### src/rtl/amstrad_io_pkg.sv
// Constants shared by the boot download and upload read paths: ROM page bases,
// ioctl file indices and the upload engine state encoding.
package amstrad_io_pkg;

    localparam logic [8:0] ROM_OS_ADDR     = 9'h000;
    localparam logic [8:0] ROM_BASIC_ADDR  = 9'h100;
    localparam logic [8:0] ROM_AMSDOS_ADDR = 9'h107;
    localparam logic [8:0] ROM_MF2_ADDR    = 9'h0FF;

    localparam logic [7:0] IDX_ROM  = 8'd0;
    localparam logic [7:0] IDX_TAPE = 8'd4;
    localparam logic [7:0] IDX_CPR  = 8'd5;
    localparam logic [7:0] IDX_BIN  = 8'd6;

    localparam int IOCTL_ADDR_W = 25;
    localparam int SD_ADDR_W    = 23;

    typedef enum logic [1:0] {
        UPL_IDLE  = 2'd0,
        UPL_FETCH = 2'd1,
        UPL_DONE  = 2'd2
    } upload_state_e;

    // Returns {unmapped, page_base} for a 16 KB block of the index-0 ROM file.
    function automatic logic [9:0] rom_block_lookup(input logic [10:0] blk);
        logic [9:0] r;
        case (blk)
            11'd0:   r = {1'b0, ROM_OS_ADDR};
            11'd1:   r = {1'b0, ROM_BASIC_ADDR};
            11'd2:   r = {1'b0, ROM_AMSDOS_ADDR};
            11'd3:   r = {1'b0, ROM_MF2_ADDR};
            default: r = {1'b1, 9'h000};
        endcase
        return r;
    endfunction

endpackage

### src/rtl/ioctl_upload_reader_if.sv
// Bundle of the HPS ioctl read side, the SDRAM read port and the status/debug
// outputs of the upload reader. slave = engine view, master = host/memory view.
interface ioctl_upload_reader_if;

    // Handshakes: ioctl_rd is a one-cycle strobe that starts a byte; ioctl_wait stays
    // high until ioctl_din is valid. rd_req is a level held with rd_addr/rd_bank stable
    // until the one-cycle rd_ack pulse, and rd_data is only valid in the rd_ack cycle.
    logic        ioctl_upload;
    logic        ioctl_rd;
    logic [24:0] ioctl_addr;
    logic [7:0]  ioctl_index;
    logic [8:0]  page;
    logic [7:0]  ioctl_din;
    logic        ioctl_wait;

    logic        rd_req;
    logic [22:0] rd_addr;
    logic [1:0]  rd_bank;
    logic        rd_ack;
    logic [7:0]  rd_data;

    logic        busy;
    logic [24:0] byte_count;
    logic        timeout_err;
    logic        overrun_err;
    logic [1:0]  dbg_state;

    modport slave (
        input  ioctl_upload, ioctl_rd, ioctl_addr, ioctl_index, page, rd_ack, rd_data,
        output ioctl_din, ioctl_wait, rd_req, rd_addr, rd_bank,
        output busy, byte_count, timeout_err, overrun_err, dbg_state
    );

    modport master (
        output ioctl_upload, ioctl_rd, ioctl_addr, ioctl_index, page, rd_ack, rd_data,
        input  ioctl_din, ioctl_wait, rd_req, rd_addr, rd_bank,
        input  busy, byte_count, timeout_err, overrun_err, dbg_state
    );

endinterface

### src/rtl/upload_addr_map.sv
// Combinational file-address to SDRAM-address map; the inverse of the boot
// download placement, so both paths agree on where each file byte lives.
module upload_addr_map
    import amstrad_io_pkg::*;
(
    input  logic [24:0] i_addr,
    input  logic [7:0]  i_index,
    input  logic [8:0]  i_page,
    output logic [22:0] o_sd_addr,
    output logic [1:0]  o_bank,
    output logic        o_unmapped
);

    logic [9:0] w_rom;
    logic [8:0] w_hi;

    always_comb begin
        w_rom      = rom_block_lookup(i_addr[24:14]);
        w_hi       = 9'h000;
        o_bank     = 2'b00;
        o_unmapped = 1'b0;
        if (i_index == IDX_ROM) begin
            w_hi       = w_rom[8:0];
            o_unmapped = w_rom[9];
        end else if (i_index == IDX_CPR || i_index == IDX_BIN) begin
            w_hi = {1'b1, i_addr[21:14]};
        end else begin
            // Page offset wraps inside 8 bits; page[8] picks the upper half of the bank.
            w_hi   = {i_page[8], i_page[7:0] + i_addr[21:14]};
            o_bank = {1'b0, &i_index[7:6]};
        end
    end

    assign o_sd_addr = {w_hi, i_addr[13:0]};

endmodule

### src/rtl/ioctl_upload_reader.sv
// HPS upload read engine: maps each ioctl_rd byte into SDRAM, fetches it over the
// req/ack port and holds ioctl_wait until ioctl_din is valid.
module ioctl_upload_reader
    import amstrad_io_pkg::*;
#(
    parameter int         TIMEOUT_CYCLES = 255,
    parameter logic [7:0] FILL_BYTE      = 8'hFF
)(
    input  logic                  clk_48,
    input  logic                  reset,
    ioctl_upload_reader_if.slave  bus
);

    localparam logic [1:0]  S_IDLE     = UPL_IDLE;
    localparam logic [1:0]  S_FETCH    = UPL_FETCH;
    localparam logic [1:0]  S_DONE     = UPL_DONE;
    localparam logic [15:0] TIMER_LAST = 16'(TIMEOUT_CYCLES - 1);

    logic [1:0]  r_state;
    logic [15:0] r_timer;
    logic [7:0]  r_din;
    logic        r_wait;
    logic        r_rd_req;
    logic [22:0] r_rd_addr;
    logic [1:0]  r_rd_bank;
    logic        r_unmapped;
    logic [24:0] r_byte_count;
    logic        r_timeout_err;
    logic        r_overrun_err;
    logic        r_upload_d;

    logic [22:0] w_map_addr;
    logic [1:0]  w_map_bank;
    logic        w_map_unmapped;
    logic        w_upload_rise;
    logic        w_busy;

    upload_addr_map u_map (
        .i_addr     (bus.ioctl_addr),
        .i_index    (bus.ioctl_index),
        .i_page     (bus.page),
        .o_sd_addr  (w_map_addr),
        .o_bank     (w_map_bank),
        .o_unmapped (w_map_unmapped)
    );

    assign w_upload_rise = bus.ioctl_upload & ~r_upload_d;
    assign w_busy        = (r_state != S_IDLE);

    always_ff @(posedge clk_48 or posedge reset) begin
        if (reset) begin
            r_state       <= S_IDLE;
            r_timer       <= 16'h0000;
            r_din         <= 8'h00;
            r_wait        <= 1'b0;
            r_rd_req      <= 1'b0;
            r_rd_addr     <= 23'h000000;
            r_rd_bank     <= 2'b00;
            r_unmapped    <= 1'b0;
            r_byte_count  <= 25'h0000000;
            r_timeout_err <= 1'b0;
            r_overrun_err <= 1'b0;
            r_upload_d    <= 1'b0;
        end else begin
            r_upload_d <= bus.ioctl_upload;

            if (w_upload_rise) begin
                r_byte_count  <= 25'h0000000;
                r_timeout_err <= 1'b0;
                r_overrun_err <= 1'b0;
            end
            if (bus.ioctl_rd && w_busy) begin
                r_overrun_err <= 1'b1;
            end

            case (r_state)
                S_IDLE: begin
                    if (bus.ioctl_rd && bus.ioctl_upload) begin
                        r_rd_addr  <= w_map_addr;
                        r_rd_bank  <= w_map_bank;
                        r_unmapped <= w_map_unmapped;
                        r_rd_req   <= ~w_map_unmapped;
                        r_wait     <= 1'b1;
                        r_timer    <= 16'h0000;
                        r_state    <= S_FETCH;
                    end
                end

                // Unmapped bytes pass through FETCH for one cycle without a request,
                // giving them the same ack-edge + DONE shape as a zero-latency fetch.
                S_FETCH: begin
                    if (!bus.ioctl_upload) begin
                        r_rd_req <= 1'b0;
                        r_wait   <= 1'b0;
                        r_state  <= S_IDLE;
                    end else if (r_unmapped) begin
                        r_din   <= FILL_BYTE;
                        r_state <= S_DONE;
                    end else if (bus.rd_ack) begin
                        r_din    <= bus.rd_data;
                        r_rd_req <= 1'b0;
                        r_state  <= S_DONE;
                    end else if (r_timer == TIMER_LAST) begin
                        r_din         <= FILL_BYTE;
                        r_timeout_err <= 1'b1;
                        r_rd_req      <= 1'b0;
                        r_state       <= S_DONE;
                    end else begin
                        r_timer <= r_timer + 16'h0001;
                    end
                end

                S_DONE: begin
                    r_wait  <= 1'b0;
                    r_state <= S_IDLE;
                    if (bus.ioctl_upload) begin
                        r_byte_count <= r_byte_count + 25'h0000001;
                    end
                end

                default: begin
                    r_rd_req <= 1'b0;
                    r_wait   <= 1'b0;
                    r_state  <= S_IDLE;
                end
            endcase
        end
    end

    assign bus.ioctl_din   = r_din;
    assign bus.ioctl_wait  = r_wait;
    assign bus.rd_req      = r_rd_req;
    assign bus.rd_addr     = r_rd_addr;
    assign bus.rd_bank     = r_rd_bank;
    assign bus.busy        = w_busy;
    assign bus.byte_count  = r_byte_count;
    assign bus.timeout_err = r_timeout_err;
    assign bus.overrun_err = r_overrun_err;
    assign bus.dbg_state   = r_state;

endmodule

### src/flat_wrapper.sv
// flat-port wrapper written by rule: the top's interface ports become plain ports
module ioctl_upload_reader_flat import amstrad_io_pkg::*;
#(
    parameter int         TIMEOUT_CYCLES = 255,
    parameter logic [7:0] FILL_BYTE      = 8'hFF
)
  (clk_48, reset, bus_ioctl_upload, bus_ioctl_rd, bus_ioctl_addr, bus_ioctl_index, bus_page, bus_rd_ack, bus_rd_data, bus_ioctl_din, bus_ioctl_wait, bus_rd_req, bus_rd_addr, bus_rd_bank, bus_busy, bus_byte_count, bus_timeout_err, bus_overrun_err, bus_dbg_state);
  ioctl_upload_reader_if bus_i ();
  input  logic clk_48;
  input  logic reset;
  input wire logic [$bits(bus_i.ioctl_upload)-1:0] bus_ioctl_upload;
  input wire logic [$bits(bus_i.ioctl_rd)-1:0] bus_ioctl_rd;
  input wire logic [$bits(bus_i.ioctl_addr)-1:0] bus_ioctl_addr;
  input wire logic [$bits(bus_i.ioctl_index)-1:0] bus_ioctl_index;
  input wire logic [$bits(bus_i.page)-1:0] bus_page;
  input wire logic [$bits(bus_i.rd_ack)-1:0] bus_rd_ack;
  input wire logic [$bits(bus_i.rd_data)-1:0] bus_rd_data;
  output wire logic [$bits(bus_i.ioctl_din)-1:0] bus_ioctl_din;
  output wire logic [$bits(bus_i.ioctl_wait)-1:0] bus_ioctl_wait;
  output wire logic [$bits(bus_i.rd_req)-1:0] bus_rd_req;
  output wire logic [$bits(bus_i.rd_addr)-1:0] bus_rd_addr;
  output wire logic [$bits(bus_i.rd_bank)-1:0] bus_rd_bank;
  output wire logic [$bits(bus_i.busy)-1:0] bus_busy;
  output wire logic [$bits(bus_i.byte_count)-1:0] bus_byte_count;
  output wire logic [$bits(bus_i.timeout_err)-1:0] bus_timeout_err;
  output wire logic [$bits(bus_i.overrun_err)-1:0] bus_overrun_err;
  output wire logic [$bits(bus_i.dbg_state)-1:0] bus_dbg_state;
  assign bus_i.ioctl_upload = bus_ioctl_upload;
  assign bus_i.ioctl_rd = bus_ioctl_rd;
  assign bus_i.ioctl_addr = bus_ioctl_addr;
  assign bus_i.ioctl_index = bus_ioctl_index;
  assign bus_i.page = bus_page;
  assign bus_i.rd_ack = bus_rd_ack;
  assign bus_i.rd_data = bus_rd_data;
  assign bus_ioctl_din = bus_i.ioctl_din;
  assign bus_ioctl_wait = bus_i.ioctl_wait;
  assign bus_rd_req = bus_i.rd_req;
  assign bus_rd_addr = bus_i.rd_addr;
  assign bus_rd_bank = bus_i.rd_bank;
  assign bus_busy = bus_i.busy;
  assign bus_byte_count = bus_i.byte_count;
  assign bus_timeout_err = bus_i.timeout_err;
  assign bus_overrun_err = bus_i.overrun_err;
  assign bus_dbg_state = bus_i.dbg_state;
  ioctl_upload_reader #(.TIMEOUT_CYCLES(TIMEOUT_CYCLES), .FILL_BYTE(FILL_BYTE)) u_core (.clk_48(clk_48), .reset(reset), .bus(bus_i));
endmodule
### config.mk
export PLATFORM = sky130hd
export DESIGN_NAME = ioctl_upload_reader_flat
export DESIGN_NICKNAME = d
export VERILOG_FILES = /design/src/rtl/amstrad_io_pkg.sv /design/src/rtl/ioctl_upload_reader_if.sv /design/src/rtl/upload_addr_map.sv /design/src/rtl/ioctl_upload_reader.sv /design/src/flat_wrapper.sv
export SDC_FILE = /design/constraint.sdc
export NUM_CORES = 1
export LEC_CHECK = 0
export BUFFER_PORTS_ARGS = -buffer_cell sky130_fd_sc_hd__buf_2
export CORE_ASPECT_RATIO = 1.4
export CORE_MARGIN = 2
export CORE_UTILIZATION = 48
export CTS_CLUSTER_SIZE = 20
export DETAILED_ROUTE_END_ITERATION = 12
export PLACE_DENSITY = 0.74
export SYNTH_ARGS = -nofsm -noshare
export SYNTH_HDL_FRONTEND = slang
export SYNTH_HIERARCHICAL = 1
export SYNTH_SLANG_ARGS = --single-unit
### constraint.sdc
create_clock -name clk_48 -period 2.9 [get_ports clk_48]
set_input_delay 0 -clock clk_48 [delete_from_list [all_inputs] [get_ports clk_48]]
set_output_delay 0 -clock clk_48 [all_outputs]
set_load 0.005 [all_outputs]
==> reports/qor.yml, run 1 <==
yosys:
  avgSynthCellArea_um2: 9.42
  synthArstFlopShare: 1.00
  synth_cells: 473
  synth_top_flop_cell: "dfrtp_1"
  post_synth_most_frequent_cells: "121 x nand2_1, 82 x dfrtp_1, 26 x mux2i_1, 22 x a21oi_1, 18 x nand3_1"
  yosysTopAreaCell: "dfrtp_1"
  synth_top_area_frac: 0.460
  synth-edff-count: 0
  ys_ff_latch: 82
  synth.most_common_cell: "nand2_1"
  synth_seq_area_share: 0.460
  ys.warnings.count: 6
  syn_area_um2: 4460
  syn-num-nets: 539
  synth_area_leaders: "dfrtp_1 46%, nand2_1 10%, mux2i_1 5.8%"
  yosysUniqueCellTypes: 60
global_route:
  grt_max_degree: 60
  grt_pass1_wl_um: 17800
  grt_overflow: 0
  antenna_found_initial: 0
  grt_usage: 0.216
  grt_pass1_vias: 3854
  grt_use_met1: 0.266
  top_usage_layer: "met2"
  met2_usage: 0.367
  use_met3: 0.0603
min_path:
  hold_path.class: "input pin to flip-flop"
  hp-start: "bus_page[8]"
  hold_end: "u_core/bus.rd_addr[22]$_DFFE_PP0P_"
  hold_path_depth: 5
routing:
  vias_per_cell: 5.50
  firstDrtPassIters: 5
  drt-initial-drc-count: 213
  wl_per_cell_um: 14.7
  drc: 0
  wirelength_um: 10500
  detail-route-antenna-nets: 0
  vias: 3935
floorplanning:
  fp-row-count: 41
  start_util: 0.494
  dieArea_um2: 10100
  die_x_um: 85.4
  core_um2: 9030
  die_h_um: 118
  num_io_pins: 120
sta:
  holdWs_ns: 0.0588
  rsz0062_at_grt: "no"
  period_share: 0.689
  period_minus_slack_ns: 2.00
  timing.slew.headroom: 0.326
  hold_viol_final: 0
  fmax_ghz: 0.501
  setup_viol: 0
  finClkSkew_ns: 0.00671
  tightestPinTransition_ns: 1.01
  fin_setup_tns_ns: 0
  slew_viol_final: 0
place:
  place_hpwl_um: 7300
  place_congestion: 0.866
  portBuffers: 119
  place_area_um2: 5030
cts:
  hold_buffers: 27
  htreeDepth: 3
  clockBufferDepth: 2
  root_buffer: "clkbuf_16"
  clock-sinks: 82
  cts_resized: 0
  clk_pin_slew_ns: 0.06
  cts_tree: "built"
  clock_latency_ns: 0.33
  cts-buffers-inserted: 9
  post_cts.repair.setup_buffers: 0
pwr:
  p_seq_frac: 0.424
  clkPwrFrac: 0.418
  p_int_w: 0.00238
  swShare: 0.246
  p_switching_w: 0.000774
  power_w: 0.00315
  p_per_area_nw_per_um2: 558
  power_frac_comb: 0.157
  ir_worst_vdd_mv: 0.453
  p_leak_nw: 2.90
critical_path:
  critPathSlowestCell: "and4_1"
  max_stage_delay_ns: 0.58
  cp_data_required_time_ns: 3.11
  worstSetupPathType: "flip-flop to flip-flop"
  r2r_slack_ns: 0.90
  r2r-start: "u_core/r_timer[0]$_DFFE_PP0P_"
  r2r_end: "u_core/bus.rd_req$_DFFE_PP0P_"
  end_kind: "flip-flop"
  startpoint_type: "flip-flop"
  arrival_ns: 2.21
  path_cells: "inv_1 -> ha_1 -> nor4b_1 -> and4_1 -> o21bai_1 -> a31o_2"
  r2r_cells: 6
  crit_start: "u_core/r_timer[0]$_DFFE_PP0P_"
  crit_fanout: 17
finish:
  antennaDiodeCount: 0
  area_growth_syn_to_layout_pct: 26.8
  finish.instance_area_um2: 5650
  nets: 669
  filler_cell_count: 746
  drive_above_1_share: 0.255
  seqCellArea_um2: 2050
  multi_input_area_um2: 2170
run:
  maxCapViolCount: 0
run_status:
  outcome: "finished, final reports clean"
worst max path at each step:
| stage | end | slack (ns) | cells past startpoint |
|---|---|---|---|
| 2_1_floorplan | u_core/bus.byte_count[0]$_DFF_PP0_ | 0.79 | 1 |
| 3_3_place_gp | u_core/r_timer[15]$_DFFE_PP0P_ | 0.99 | 6 |
| 3_5_place_dp | u_core/bus.rd_req$_DFFE_PP0P_ | 0.93 | 6 |
| 4_1_cts | u_core/bus.rd_req$_DFFE_PP0P_ | 0.91 | 6 |
| 5_1_grt | u_core/bus.rd_addr[19]$_DFFE_PP0P_ | 0.68 | 10 |
| 6_report | u_core/bus.rd_req$_DFFE_PP0P_ | 0.90 | 6 |
cell usage in the layout (no fill, tap or decap), types with 4 or more instances in the layout:
cell / netlist / final
nor2_1: 13 / 12
buf_4: 16 / 5
inv_1: 11 / 10
nand2_1: 121 / 121
or3_1: 5 / 5
o31ai_1: 11 / 11
dlygate4sd3_1: 0 / 27
mux2i_1: 26 / 26
o211ai_1: 4 / 4
dfrtp_1: 82 / 82
nand4_1: 14 / 14
clkbuf_16: 0 / 9
ha_1: 10 / 10
nand3_1: 18 / 18
o21ai_0: 17 / 17
and4_1: 8 / 8
and3_1: 5 / 5
buf_2: 3 / 119
or4_1: 6 / 6
o22a_1: 8 / 8
nor3_1: 5 / 5
and2_1: 5 / 5
a21oi_1: 22 / 22
power groups by stage:
stage	Combinational [W]	Clock [W]	Sequential (W)
after floorplan	0.000250	0	0.00136
after global placement	0.000462	0	0.00135
after detailed placement	0.000470	0	0.00135
after CTS	0.000497	0.00134	0.00134
after global routing	0.000552	0.00140	0.00135
final	0.000496	0.00132	0.00134
cell families (layout without fill, tap and decap cells):
group / after synthesis / in the layout / share of synthesized area
AOI/OAI and AO/OA: 79 / 79 / 0.115
xor gates and xnor gates: 5 / 5 / 0.00983
adders and majority gates: 11 / 11 / 0.0326
buffers and inverters: 43 / 178 / 0.0542
DFF: 82 / 82 / 0.460
muxes: 26 / 26 / 0.0584
other: 1 / 1 / 0.000841
and+or+nand+nor: 226 / 226 / 0.268
worst max-delay path: cells and delay by family (launching register included):
family | cells | cell delay [ns]
fa+ha+maj | 1 | 0.13
compound gates | 2 | 0.37
simple gates | 2 | 0.86
buf+inv | 1 | 0.08
flops | 1 | 0.43
per-stage QoR:
stage / cells / utilization / setup WS [ns]
after floorplan: 473 / - / 0.792
after global placement: 672 / 0.557 / 0.990
final: 715 / 0.626 / 0.903
after global routing: 715 / 0.626 / 0.684
after detailed placement: 672 / 0.557 / 0.926
after CTS: 715 / 0.626 / 0.912
flip-flops by register name, summed over array words and instances, names as in the netlist:
name / count
u_core/bus.overrun_err: 1
u_core/r_timer: 16
u_core/bus.rd_addr: 23
u_core/bus.byte_count: 25
u_core/bus.rd_bank: 2
u_core/bus.rd_req: 1
u_core/bus.dbg_state: 2
u_core/bus.timeout_err: 1
u_core/r_upload_d: 1
u_core/bus.ioctl_wait: 1
u_core/bus.ioctl_din: 8
u_core/r_unmapped: 1
final cells by class:
class	count	share of cell area
inverters	11	0.00753
well taps	107	0.0237
multi-input cells	348	0.383
flip-flops and latches	82	0.363
clock buffers	10	0.0423
clock inverters	6	0.0202
repair buffers	151	0.160
routing by layer:
| layer | vias up | share of wire |
|---|---|---|
| met5 | - | 0 |
| met3 | 6 | 0.060 |
| met1 | 1885 | 0.42 |
| li1 | 1925 | - |
| met4 | 0 | 0.0077 |
| met2 | 119 | 0.51 |
Note: power is estimated with default switching activity, not from simulation.
==> run 2: changes to the inputs <==
clock period = 2 ns   (was 2.9 ns; I/O delays follow)
==> run 2 against run 1 <==
Net effect:
- setup slack worse by 0.79 ns
- clock skew down 0.0023 ns
- die area unchanged
- via count up 0.76%
- non-clock buffer count up 4
- wire length up 1.5%
- global-route usage up 0.50 points
- combinational power up 47%
- clock-buffer cell count unchanged
- cell count up 0.28%
- clock power up 33%
- sequential power up 45%
==> reports/qor.yml, run 2 (same netlist as run 1, synthesis figures left out) <==
sta:
  period_share: 0.941
  timing.slew.headroom: 0.607
  rsz0062_at_grt: "no"
  slew_viol_final: 0
  fin_setup_tns_ns: 0
  setup_viol: 0
  finClkSkew_ns: 0.00443
  tightestPinTransition_ns: 0.589
  fmax_ghz: 0.531
  layout_setup_ws_ns: 0.117
  hold_viol_final: 0
  period_minus_slack_ns: 1.88
  holdWs_ns: 0.0359
critical_path:
  r2r_end: "u_core/r_timer[4]$_DFFE_PP0P_"
  r2r_slack_ns: 0.18
  worstSetupPathType: "input pin to flip-flop"
  arrival_ns: 2.11
  worstSetupEndpoint: "u_core/bus.rd_req$_DFFE_PP0P_"
  cp_data_required_time_ns: 2.23
  r2r_cells: 4
  r2r-start: "u_core/bus.dbg_state[1]$_DFFE_PP0P_"
  startpoint_type: "input pin"
  crit_fanout: 5
  end_kind: "flip-flop"
  crit_start: "bus_ioctl_index[7]"
floorplanning:
  die_x_um: 85.4
  start_util: 0.494
  core_um2: 9030
  dieArea_um2: 10100
  fp-row-count: 41
  num_io_pins: 120
  die_h_um: 118
pwr:
  p_per_area_nw_per_um2: 782
  ir_worst_vdd_mv: 0.545
  p_leak_nw: 2.91
finish:
  largest_reg_flops: 25
  drive_above_1_share: 0.262
  final_common_cell: "nand2_1"
  layout_common_cells: "121 x nand2_1, 119 x buf_2, 82 x dfrtp_1, 27 x dlygate4sd3_1, 26 x mux2i_1"
  nets: 673
  antennaDiodeCount: 0
  filler_cell_count: 779
  final_cells: 717
  area_growth_syn_to_layout_pct: 27.1
routing:
  vias_per_cell: 5.53
  detail-route-antenna-nets: 0
  drc: 0
  wirelength_um: 10700
  firstDrtPassIters: 4
  vias: 3965
  wl_per_cell_um: 14.9
  drt-initial-drc-count: 184
min_path:
  hold_path_depth: 5
  hp-start: "bus_page[8]"
  hold_path.class: "input pin to flip-flop"
cts:
  clk_pin_slew_ns: 0.06
  cts_tree: "built"
  clock-sinks: 82
  cts-buffers-inserted: 9
  htreeDepth: 3
  root_buffer: "clkbuf_16"
  clockBufferDepth: 2
  post_cts.repair.setup_buffers: 0
  clock_latency_ns: 0.33
place:
  place_hpwl_um: 7350
  place_congestion: 0.880
  dp_slack_ns: 0.0358
  portBuffers: 119
  dp.cells: 676
global_route:
  grt_pass1_vias: 3891
  grt_pass1_wl_um: 18100
  antenna_found_initial: 0
  grt_max_degree: 47
  grt_overflow: 0
  grt_usage: 0.221
run_status:
  outcome: "finished, final reports clean"
run:
  maxCapViolCount: 0
## run 2: worst min-delay path by stage
stage	to	slack (ns)
floorplan	u_core/r_upload_d$_DFF_PP0_	0.03
global placement	u_core/bus.byte_count[15]$_DFF_PP0_	0.16
detailed placement	u_core/bus.byte_count[15]$_DFF_PP0_	0.16
CTS	u_core/bus.rd_addr[22]$_DFFE_PP0P_	0.02
global route	u_core/bus.rd_addr[22]$_DFFE_PP0P_	0.08
finish	u_core/bus.rd_addr[22]$_DFFE_PP0P_	0.04
## run 2: timing repair
action,4_1_cts,5_1_grt
endpoints found under the setup margin,0,21
gates resized for setup,0,5
hold buffers,27,0
hold endpoints to repair,107,0
## run 2: layout make-up
class | count | area [um2] | share of cell area
flip-flops and latches | 82 | 2050 | 0.362
well taps | 107 | 134 | 0.0236
multi-input cells | 348 | 2180 | 0.386
repair buffers | 155 | 933 | 0.165
clock buffers | 10 | 239 | 0.0422
clock inverters | 4 | 76.3 | 0.0135
inverters | 11 | 45.0 | 0.00795
## run 2: power breakdown
part | total (W) | internal, W | switching, W
Combinational | 0.000731 | 0.000363 | 0.000368
Sequential | 0.00194 | 0.00183 | 0.000105
Clock | 0.00176 | 0.00112 | 0.000642
## run 2: layer usage
metal / up-vias / wire length [um] / track usage
met4: 0 / 173 / 0.0823
met5: - / 0 / 0
li1: 1936 / - / -
met1: 1896 / 4470 / 0.274
met2: 119 / 5440 / 0.371
met3: 14 / 580 / 0.0498
## run 2: stage by stage
stage	total power (W)	util	cell area, um2
2_1_floorplan	0.00233	-	4460
3_3_place_gp	0.00263	0.560	5060
3_5_place_dp	0.00265	0.560	5060
4_1_cts	0.00446	0.625	5650
5_1_grt	0.00464	0.627	5660
6_report	0.00443	0.627	5660
## run 2: worst max-delay path, stage by stage
cell	delay (ns)
dlygate4sd3_1	0.56
buf_2	0.14
nor3_1	0.13
nand2_1	0.15
or4_1	0.52
nor2_1	0.21
or3_1	0.13
a21oi_1	0.06
a31o_2	0.22
==> run 3: changes to the inputs <==
CORE_ASPECT_RATIO = default   (was 1.4)
==> run 3 against run 2 <==
Net effect:
- total power fell by 12%
- critical endpoint is now u_core/r_timer[5]$_DFFE_PP0P_
- die area down 0.10%
- largest power group unchanged
- largest cell class unchanged
- setup slack better by 0.0021 ns
- first-iteration DRC count is 23% lower
- critical path depth shrank 5
- global-route usage down 0.86 points
- fmax grew 0.11%
- critical path type is now flip-flop to flip-flop
==> reports/qor.yml, run 3 (same netlist as run 1, synthesis figures left out) <==
run_status:
  outcome: "finished, final reports clean"
run:
  maxCapViolCount: 0
sta:
  period_share: 0.940
  setup_viol: 0
  period_minus_slack_ns: 1.88
  slew_viol_final: 0
  finClkSkew_ns: 0.0129
  fin_setup_tns_ns: 0
  hold_viol_final: 0
  fmax_ghz: 0.532
  rsz0062_at_grt: "no"
place:
  dp.cells: 680
  portBuffers: 119
  place_area_um2: 5090
  place_congestion: 0.846
  place_hpwl_um: 7180
routing:
  firstDrtPassIters: 4
  wl_per_cell_um: 14.2
  vias_per_cell: 5.51
  detail-route-antenna-nets: 0
  drt-initial-drc-count: 141
  vias: 3983
  drc: 0
  wirelength_um: 10300
finish:
  antennaDiodeCount: 0
  nets: 673
  area_growth_syn_to_layout_pct: 25.0
  final_cells: 723
  finish.instance_area_um2: 5570
  layout_common_cells: "121 x nand2_1, 119 x buf_2, 82 x dfrtp_1, 27 x dlygate4sd3_1, 26 x mux2i_1"
  largest_reg_flops: 25
  drive_above_1_share: 0.261
  final_util: 0.611
  filler_cell_count: 810
  final_common_cell: "nand2_1"
floorplanning:
  start_util: 0.489
  num_io_pins: 120
  dieArea_um2: 10100
  fp-row-count: 35
  die_x_um: 100
  die_h_um: 100
  core_um2: 9110
min_path:
  hold_path.class: "input pin to flip-flop"
cts:
  clock_latency_ns: 0.36
  cts-buffers-inserted: 9
  clk_pin_slew_ns: 0.09
  clockBufferDepth: 2
  root_buffer: "clkbuf_8"
  post_cts.repair.setup_buffers: 0
  clock-sinks: 82
  cts_tree: "built"
  htreeDepth: 3
pwr:
  clkPwrFrac: 0.321
  swShare: 0.284
  ir_worst_vdd_mv: 0.343
  p_seq_frac: 0.492
  p_int_w: 0.00280
  p_per_area_nw_per_um2: 702
  p_switching_w: 0.00111
  power_w: 0.00391
  power_frac_comb: 0.187
  p_leak_nw: 2.87
critical_path:
  worstSetupPathType: "flip-flop to flip-flop"
  path_buf_inv: 0
  cp_top_family: "simple AND/OR/NAND/NOR gates"
  cp_data_required_time_ns: 2.28
  critPathSlowestCell: "or4_1"
  max_stage_delay_ns: 0.54
  crit_start: "u_core/bus.dbg_state[1]$_DFFE_PP0P_"
  cp_num_cells: 4
  crit_fanout: 11
  r2r-start: "u_core/bus.dbg_state[1]$_DFFE_PP0P_"
  startpoint_type: "flip-flop"
  worstSetupEndpoint: "u_core/r_timer[5]$_DFFE_PP0P_"
  end_kind: "flip-flop"
  r2r_end: "u_core/r_timer[5]$_DFFE_PP0P_"
  arrival_ns: 2.16
  r2r_slack_ns: 0.12
  r2r_cells: 4
  path_cells: "and3b_1 -> nand2_2 -> or4_1 -> a21oi_1"
global_route:
  grt_pass1_wl_um: 17200
  grt_usage: 0.212
  grt_overflow: 0
  grt_pass1_vias: 3787
  grt_max_degree: 83
  antenna_found_initial: 0
run 3: cell count changes in the layout (fill, tap and decap cells not counted), sizes merged:
| cell | delta |
|---|---|
| bufinv | -1 |
| clkinv | +1 |
| clkbuf | -1 |
| inv | +3 |
run 3: per-layer routing:
metal | global-route usage | part of all wire | up-vias
li1 | - | - | 1929
met1 | 0.262 | 0.43 | 1935
met2 | 0.373 | 0.51 | 111
met3 | 0.0341 | 0.046 | 8
met4 | 0.0811 | 0.011 | 0
met5 | 0 | 0 | -
run 3: power groups by stage:
stage	Combinational [W]	Clock, W	Sequential (W)
2_1_floorplan	0.000364	0	0.00197
3_3_place_gp	0.000672	0	0.00195
3_5_place_dp	0.000696	0	0.00195
4_1_cts	0.000739	0.00130	0.00192
5_1_grt	0.000822	0.00136	0.00195
6_report	0.000731	0.00125	0.00192
run 3: how the worst min path moves through the flow:
| stage | startpoint | end | cells after the start |
|---|---|---|---|
| final | bus_page[8] | u_core/bus.rd_addr[22]$_DFFE_PP0P_ | 5 |
| after global routing | bus_page[8] | u_core/bus.rd_addr[22]$_DFFE_PP0P_ | 5 |
| after CTS | bus_page[8] | u_core/bus.rd_addr[22]$_DFFE_PP0P_ | 5 |
| after detailed placement | reset | u_core/bus.ioctl_din[5]$_DFFE_PP0P_ | 3 |
| after global placement | reset | u_core/bus.ioctl_wait$_DFFE_PP0P_ | 3 |
| after floorplan | bus_ioctl_upload | u_core/r_upload_d$_DFF_PP0_ | 0 |
run 3: layout make-up:
type | instances | area, um2 | share of cell area
well taps | 111 | 139 | 0.0249
repair buffers | 155 | 958 | 0.172
clock buffers | 9 | 124 | 0.0222
clock inverters | 7 | 83.8 | 0.0151
inverters | 11 | 45.0 | 0.00809
multi-input cells | 348 | 2170 | 0.389
flip-flops and latches | 82 | 2050 | 0.368
run 3: worst reg2reg max path, stage by stage, from the launching register on:
cell,delay (ns)
dfrtp_1,0.45
and3b_1,0.44
nand2_2,0.20
or4_1,0.54
a21oi_1,0.18
run 3: timing repair:
item	4_1_cts	5_1_grt
gates resized for setup	0	1
setup endpoints to repair	0	9
hold endpoints to repair	108	0
hold buffers	27	0
run 3: through the flow:
| stage | hold slack (ns) | setup slack (ns) |
|---|---|---|
| 3_3_place_gp | 0.155 | 0.145 |
| 4_1_cts | 0.00167 | 0.0602 |
| 6_report | 0.0242 | 0.119 |
| 5_1_grt | 0.0516 | 0.0193 |
| 2_1_floorplan | 0.0314 | 0.206 |
| 3_5_place_dp | 0.161 | 0.0696 |
